==> src/rtl/sprite_pkg.sv <==
// Shared types, display defaults and per-sprite constants for the sprite motion scheduler.
package sprite_pkg;

    localparam int unsigned POS_W        = 10;
    localparam int unsigned H_ACTIVE_DEF = 640;
    localparam int unsigned V_ACTIVE_DEF = 480;
    localparam int unsigned SPRITE_W_DEF = 16;
    localparam int unsigned SPRITE_H_DEF = 16;

    typedef enum logic [1:0] {
        IDLE   = 2'd0,
        FETCH  = 2'd1,
        UPDATE = 2'd2,
        DONE   = 2'd3
    } state_t;

    typedef struct packed {
        logic [POS_W-1:0] x;
        logic [POS_W-1:0] y;
        logic             dx;
        logic             dy;
    } sprite_t;

    // Sprite i moves i+1 pixels per step on each axis.
    function automatic logic [POS_W-1:0] speed(input logic [POS_W-1:0] i);
        return i + POS_W'(1);
    endfunction

    // Sprite i starts on the diagonal at 32*i.
    function automatic logic [POS_W-1:0] reset_pos(input logic [POS_W-1:0] i);
        return POS_W'(i << 5);
    endfunction

endpackage

==> src/rtl/sprite_axis_step.sv <==
// One-axis bounce: advance a coordinate by v and reflect off 0 or max.
module sprite_axis_step
    import sprite_pkg::*;
(
    input  logic [POS_W-1:0] p,
    input  logic             dir,
    input  logic [POS_W-1:0] v,
    input  logic [POS_W-1:0] max,
    output logic [POS_W-1:0] p_next,
    output logic             dir_next
);

    logic [POS_W:0] sum;

    // Extra bit keeps p+v from wrapping before the edge compare.
    always_comb begin
        sum      = {1'b0, p} + {1'b0, v};
        p_next   = p;
        dir_next = dir;
        if (dir) begin
            if (sum >= {1'b0, max}) begin
                p_next   = max;
                dir_next = 1'b0;
            end else begin
                p_next = sum[POS_W-1:0];
            end
        end else begin
            if (p <= v) begin
                p_next   = '0;
                dir_next = 1'b1;
            end else begin
                p_next = p - v;
            end
        end
    end

endmodule

==> src/rtl/sprite_motion_scheduler.sv <==
// Frame-synchronous scheduler stepping NUM_SPRITES bouncing sprites through one shared datapath.
module sprite_motion_scheduler
    import sprite_pkg::*;
#(
    parameter int unsigned NUM_SPRITES = 4,
    parameter int unsigned H_ACTIVE    = H_ACTIVE_DEF,
    parameter int unsigned V_ACTIVE    = V_ACTIVE_DEF,
    parameter int unsigned SPRITE_W    = SPRITE_W_DEF,
    parameter int unsigned SPRITE_H    = SPRITE_H_DEF,
    parameter int unsigned DIV_WIDTH   = 4,
    localparam int unsigned IDX_W      = (NUM_SPRITES > 1) ? $clog2(NUM_SPRITES) : 1
)(
    input  logic                 clk,
    input  logic                 rst,
    input  logic                 frame_tick,
    input  logic                 run,
    input  logic [DIV_WIDTH-1:0] frames_per_step,
    input  logic [IDX_W-1:0]     rd_idx,
    output logic [POS_W-1:0]     rd_x,
    output logic [POS_W-1:0]     rd_y,
    output logic                 busy,
    output logic                 step_done,
    output logic                 overrun
);

    localparam logic [POS_W-1:0] X_MAX  = POS_W'(H_ACTIVE - SPRITE_W);
    localparam logic [POS_W-1:0] Y_MAX  = POS_W'(V_ACTIVE - SPRITE_H);
    localparam logic [IDX_W-1:0] K_LAST = IDX_W'(NUM_SPRITES - 1);

    sprite_t              spr [NUM_SPRITES];
    sprite_t              work;
    state_t               state;
    state_t               next_state;
    logic [IDX_W-1:0]     k;
    logic [DIV_WIDTH-1:0] cnt;
    logic                 step_go;
    logic [POS_W-1:0]     vel;
    logic [POS_W-1:0]     nx;
    logic [POS_W-1:0]     ny;
    logic                 ndx;
    logic                 ndy;
    logic [POS_W-1:0]     sel_x;
    logic [POS_W-1:0]     sel_y;

    // A late divider shrink still triggers a step once cnt has passed it.
    assign step_go = (cnt >= frames_per_step);
    assign vel     = speed(POS_W'(k));

    sprite_axis_step u_step_x (
        .p        (work.x),
        .dir      (work.dx),
        .v        (vel),
        .max      (X_MAX),
        .p_next   (nx),
        .dir_next (ndx)
    );

    sprite_axis_step u_step_y (
        .p        (work.y),
        .dir      (work.dy),
        .v        (vel),
        .max      (Y_MAX),
        .p_next   (ny),
        .dir_next (ndy)
    );

    // State register.
    always_ff @(posedge clk) begin
        if (rst) state <= IDLE;
        else     state <= next_state;
    end

    // Next-state: one FETCH/UPDATE pair per sprite, then a single DONE cycle.
    always_comb begin
        next_state = state;
        case (state)
            IDLE:    if (frame_tick && run && step_go) next_state = FETCH;
            FETCH:   next_state = UPDATE;
            UPDATE:  next_state = (k == K_LAST) ? DONE : FETCH;
            DONE:    next_state = IDLE;
            default: next_state = IDLE;
        endcase
    end

    // Status decode; overrun flags a tick landing while a sequence is running.
    always_comb begin
        busy      = (state != IDLE);
        step_done = (state == DONE);
        overrun   = frame_tick && (state != IDLE);
    end

    // Frame divider, sprite index, working copy and sprite array write-back.
    always_ff @(posedge clk) begin
        if (rst) begin
            cnt  <= '0;
            k    <= '0;
            work <= '0;
            for (int unsigned i = 0; i < NUM_SPRITES; i++) begin
                spr[i] <= '{x: reset_pos(POS_W'(i)), y: reset_pos(POS_W'(i)), dx: 1'b1, dy: 1'b1};
            end
        end else begin
            case (state)
                IDLE: begin
                    if (frame_tick && run) begin
                        if (step_go) begin
                            cnt <= '0;
                            k   <= '0;
                        end else begin
                            cnt <= cnt + DIV_WIDTH'(1);
                        end
                    end
                end
                FETCH: work <= spr[k];
                UPDATE: begin
                    spr[k] <= '{x: nx, y: ny, dx: ndx, dy: ndy};
                    if (k != K_LAST) k <= k + IDX_W'(1);
                end
                default: ;
            endcase
        end
    end

    // Read mux; indices beyond the last sprite select zero.
    always_comb begin
        sel_x = '0;
        sel_y = '0;
        for (int unsigned i = 0; i < NUM_SPRITES; i++) begin
            if (rd_idx == IDX_W'(i)) begin
                sel_x = spr[i].x;
                sel_y = spr[i].y;
            end
        end
    end

    // Registered read port; a same-cycle write-back is seen one cycle later.
    always_ff @(posedge clk) begin
        if (rst) begin
            rd_x <= '0;
            rd_y <= '0;
        end else begin
            rd_x <= sel_x;
            rd_y <= sel_y;
        end
    end

endmodule

==> config.mk <==
export PLATFORM = sky130hd
export DESIGN_NAME = sprite_motion_scheduler
export DESIGN_NICKNAME = d
export VERILOG_FILES = /design/src/rtl/sprite_pkg.sv /design/src/rtl/sprite_axis_step.sv /design/src/rtl/sprite_motion_scheduler.sv
export SDC_FILE = /design/constraint.sdc
export NUM_CORES = 1
export LEC_CHECK = 0
export CELL_PAD_IN_SITES_DETAIL_PLACEMENT = 1
export CELL_PAD_IN_SITES_GLOBAL_PLACEMENT = 1
export CORE_ASPECT_RATIO = 0.75
export CORE_UTILIZATION = 45
export CTS_CLUSTER_DIAMETER = 60
export DETAILED_ROUTE_END_ITERATION = 16
export PLACE_DENSITY_LB_ADDON = 0.1
export SETUP_SLACK_MARGIN = 0.05
export SKIP_CTS_REPAIR_TIMING = 1
export SYNTH_ARGS = -nofsm -noshare
export SYNTH_HDL_FRONTEND = slang
export SYNTH_SLANG_ARGS = --single-unit
==> constraint.sdc <==
create_clock -name clk -period 3.8 [get_ports clk]
set_input_delay 0.76 -clock clk [delete_from_list [all_inputs] [get_ports clk]]
set_output_delay 0.76 -clock clk [all_outputs]
set_load 0.03 [all_outputs]
==> results.sh <==
export IMPL_timing_max_cap_violations=0
export IMPL_grt_ovfl_total=0
export IMPL_syn_area_mm2=0.007375
export IMPL_cpPeakStageDelay_ns=0.50
export IMPL_final_hold_violation_count=0
export IMPL_cts_buffers=17
export IMPL_die_area_mm2=0.01691
export IMPL_clock_path_buffers=2
export IMPL_r2r_end="spr[1][14]"
export IMPL_antenna_cells_inserted=0
export IMPL_synthCells=673
export IMPL_grt_first_pass_wirelength_um=34160
export IMPL_ys_flop_type="edfxtp_1"
export IMPL_area_growth_pct=16.13
export IMPL_grt_pass1_vias=5753
export IMPL_seq_area_frac_synth=0.4941
export IMPL_drt_initial_drc_count=471
export IMPL_endpoint_kind="flip-flop"
export IMPL_core_area_mm2=0.01602
export IMPL_power_leakage_nw=2.962
export IMPL_tns_ns=0
export IMPL_min_period_ns=3.548
export IMPL_initial_utilization=0.4605
export IMPL_io_buffer_count=32
export IMPL_ioPinCount=33
export IMPL_syn_num_nets=705
export IMPL_netlist_area_leader_share=0.3583
export IMPL_drv_slew=0
export IMPL_die_width_um=149.8
export IMPL_fill_cells=1707
export IMPL_crit_path_start="k[0]"
export IMPL_async_flop_share=0
export IMPL_gp_congestion=0.8619
export IMPL_wl_per_cell_um=23.89
export IMPL_num_vias=5484
export IMPL_startpoint_type="flip-flop"
export IMPL_setup_viol=0
export IMPL_nets=734
export IMPL_fin_crit_sh=0.9338
export IMPL_ir_drop_uv=289.1
export IMPL_outcome="finished, final reports clean"
export IMPL_whs_path_depth=2
export IMPL_fp_row_count=40
export IMPL_crit_fanout=7
export IMPL_worst_slew_pin_slew_ns=1.028
export IMPL_die_h_um=112.9
export IMPL_clock_sinks=138
export IMPL_clk_pin_slew_ns=0.06
export IMPL_drive_gt1_frac=0.1608
export IMPL_avgSynthCellArea_um2=10.96
export IMPL_cts_tree="done"
export IMPL_yosysWarningCount=0
export IMPL_antenna_found_initial=0
export IMPL_grt_usage=0.2777
export IMPL_yosys_area_top_type="edfxtp_1"
export IMPL_slew_headroom=0.3093
export IMPL_p_total_mw=3.681
export IMPL_drc=0
export IMPL_wirelength_um=22100
export IMPL_rrSetupSlack_ns=0.25
export IMPL_clock_skew_ns=0.009872
export IMPL_hold_path_class="flip-flop to flip-flop"
export IMPL_reg2reg_depth=10
export IMPL_clockRootBuffer="clkbuf_16"
export IMPL_worstPathRequired_ns=4.09
export IMPL_dp_hpwl_um=14700
export IMPL_synth_edf_count=88
export IMPL_crit_chain="ha_1, inv_1, fa_1, o21ba_2, and3_1, a221o_1, a22oi_2, o211ai_1, a32oi_2, and2_1"
export IMPL_ant_nets=0
export IMPL_fmax_mhz=281.8
export IMPL_arrival_ns=3.84
export IMPL_clock_latency_ns=0.42
export IMPL_yosys_register_bits=138
export IMPL_htree_levels=4
export IMPL_p_per_area_mw_per_mm2=429.8
export IMPL_grt_max_degree=34
export IMPL_path_class="flip-flop to flip-flop"
export IMPL_slowest_stage="fa_1"
export IMPL_rsz0062_at_grt="no"
export IMPL_synth_area_top_cells="edfxtp_1 (36%), dfxtp_1 (14%), mux4_2 (13%)"
export IMPL_yosysUniqueCellTypes=59
export IMPL_critPathCapture="spr[1][14]"
export IMPL_dr_pass1_iters=5
export IMPL_viasPerCell=5.929
export IMPL_timing_rr_start="k[0]"
[critical path: cells and delay by family (launching register included)]
family          cells  cell delay [ns]
compound gates      5             1.54
fa+ha+maj           2             0.95
buf+inv             1             0.18
flops               1             0.36
simple gates        2             0.39
[cells by family (layout without fill, tap and decap cells)]
group,after synthesis,after routing,synth area share
xor gates and xnor gates,20,20,0.02375
adders and majority gates,22,22,0.04140
muxes,44,44,0.1317
and+or+nand+nor,272,272,0.1781
DFF,138,138,0.4941
buffers and inverters,76,118,0.04157
AOI/OAI and AO/OA,101,101,0.08942
[sequential cells by signal (all words and copies together) (netlist names)]
register  flops
rd_x         10
k             2
rd_y         10
state         2
cnt           4
spr          88
work         22
[cells in the mapped netlist (5+ instances only)]
cell and number:
edfxtp_1 88, nor2_1 84, nand2_1 72, dfxtp_1 50, mux4_2 42, a21oi_1 40
clkbuf_1 32, inv_1 32, nor2b_1 25, ha_1 18, nand2b_1 18, and2_1 13
nor3_1 13, o21ai_0 13, nand3_1 12, xnor2_1 12, buf_2 8, xor2_1 8
a21o_1 6, a31oi_1 6, and3_1 6, nand3b_1 5
[area by class of cell]
class                           instances  area (um2)  area share
Multi-Input combinational cell        459        3443      0.4020
Inverter                               32       120.1     0.01402
Tap cell                              210       262.8     0.03068
Timing Repair Buffer                   54       480.5     0.05610
Clock inverter                         15       187.7     0.02191
Clock buffer                           17       425.4     0.04967
Sequential cell                       138        3645      0.4256
[placed cells by master, fill, tap and decap left out, drive strengths merged, types with 4 or more instances in the layout]
cell type	Yosys	final
a21o	6	6
a21oi	40	40
a31oi	6	6
and2	13	13
and3	8	8
buf	12	23
clkbuf	32	17
clkdlybuf4s50	0	31
clkinvlp	0	4
dfxtp	50	50
edfxtp	88	88
fa	4	4
ha	18	18
inv	32	38
mux4	42	42
nand2	72	72
nand2b	18	18
nand3	12	12
nand3b	5	5
nor2	84	84
nor2b	25	25
nor3	13	13
nor4	4	4
o21ai	13	13
o21bai	4	4
o221ai	4	4
or2	5	5
xnor2	12	12
xor2	8	8
[metal layers]
layer | track usage | share of wire
met5 | 0 | 0
met4 | 0.07340 | 0.012
met3 | 0.05363 | 0.047
met2 | 0.4327 | 0.47
met1 | 0.3977 | 0.47
[report_power, final]
part           switching [mW]  leakage, nW  internal, mW  total, mW
sequential             0.0242         1.26          1.63       1.66
clock                   0.703        0.291          1.05       1.75
combinational           0.161         1.41         0.113      0.274
[worst min path at each step]
| stage | start | end | slack [ns] |
|---|---|---|---|
| 3_3_place_gp | work[2] | work[2] | 0.47 |
| 3_5_place_dp | work[12] | work[12] | 0.48 |
| 5_1_grt | work[12] | work[12] | 0.51 |
| 2_1_floorplan | work[12] | work[12] | 0.45 |
| 6_report | work[2] | work[2] | 0.49 |
| 4_1_cts | work[2] | work[2] | 0.49 |
[stage by stage]
stage                     cells  cell area, um2    util  setup slack (ns)  hold slack (ns)
after global placement      893            7935  0.4955            0.2678           0.4707
after floorplan             673            7375       -            0.5100           0.4530
after global routing        925            8564  0.5348           0.04863           0.5132
final                       925            8564  0.5348            0.2516           0.4885
after CTS                   925            8548  0.5338           0.03243           0.4918
after detailed placement    893            7935  0.4955           0.09444           0.4818
Power figures use the tool's default switching activity.
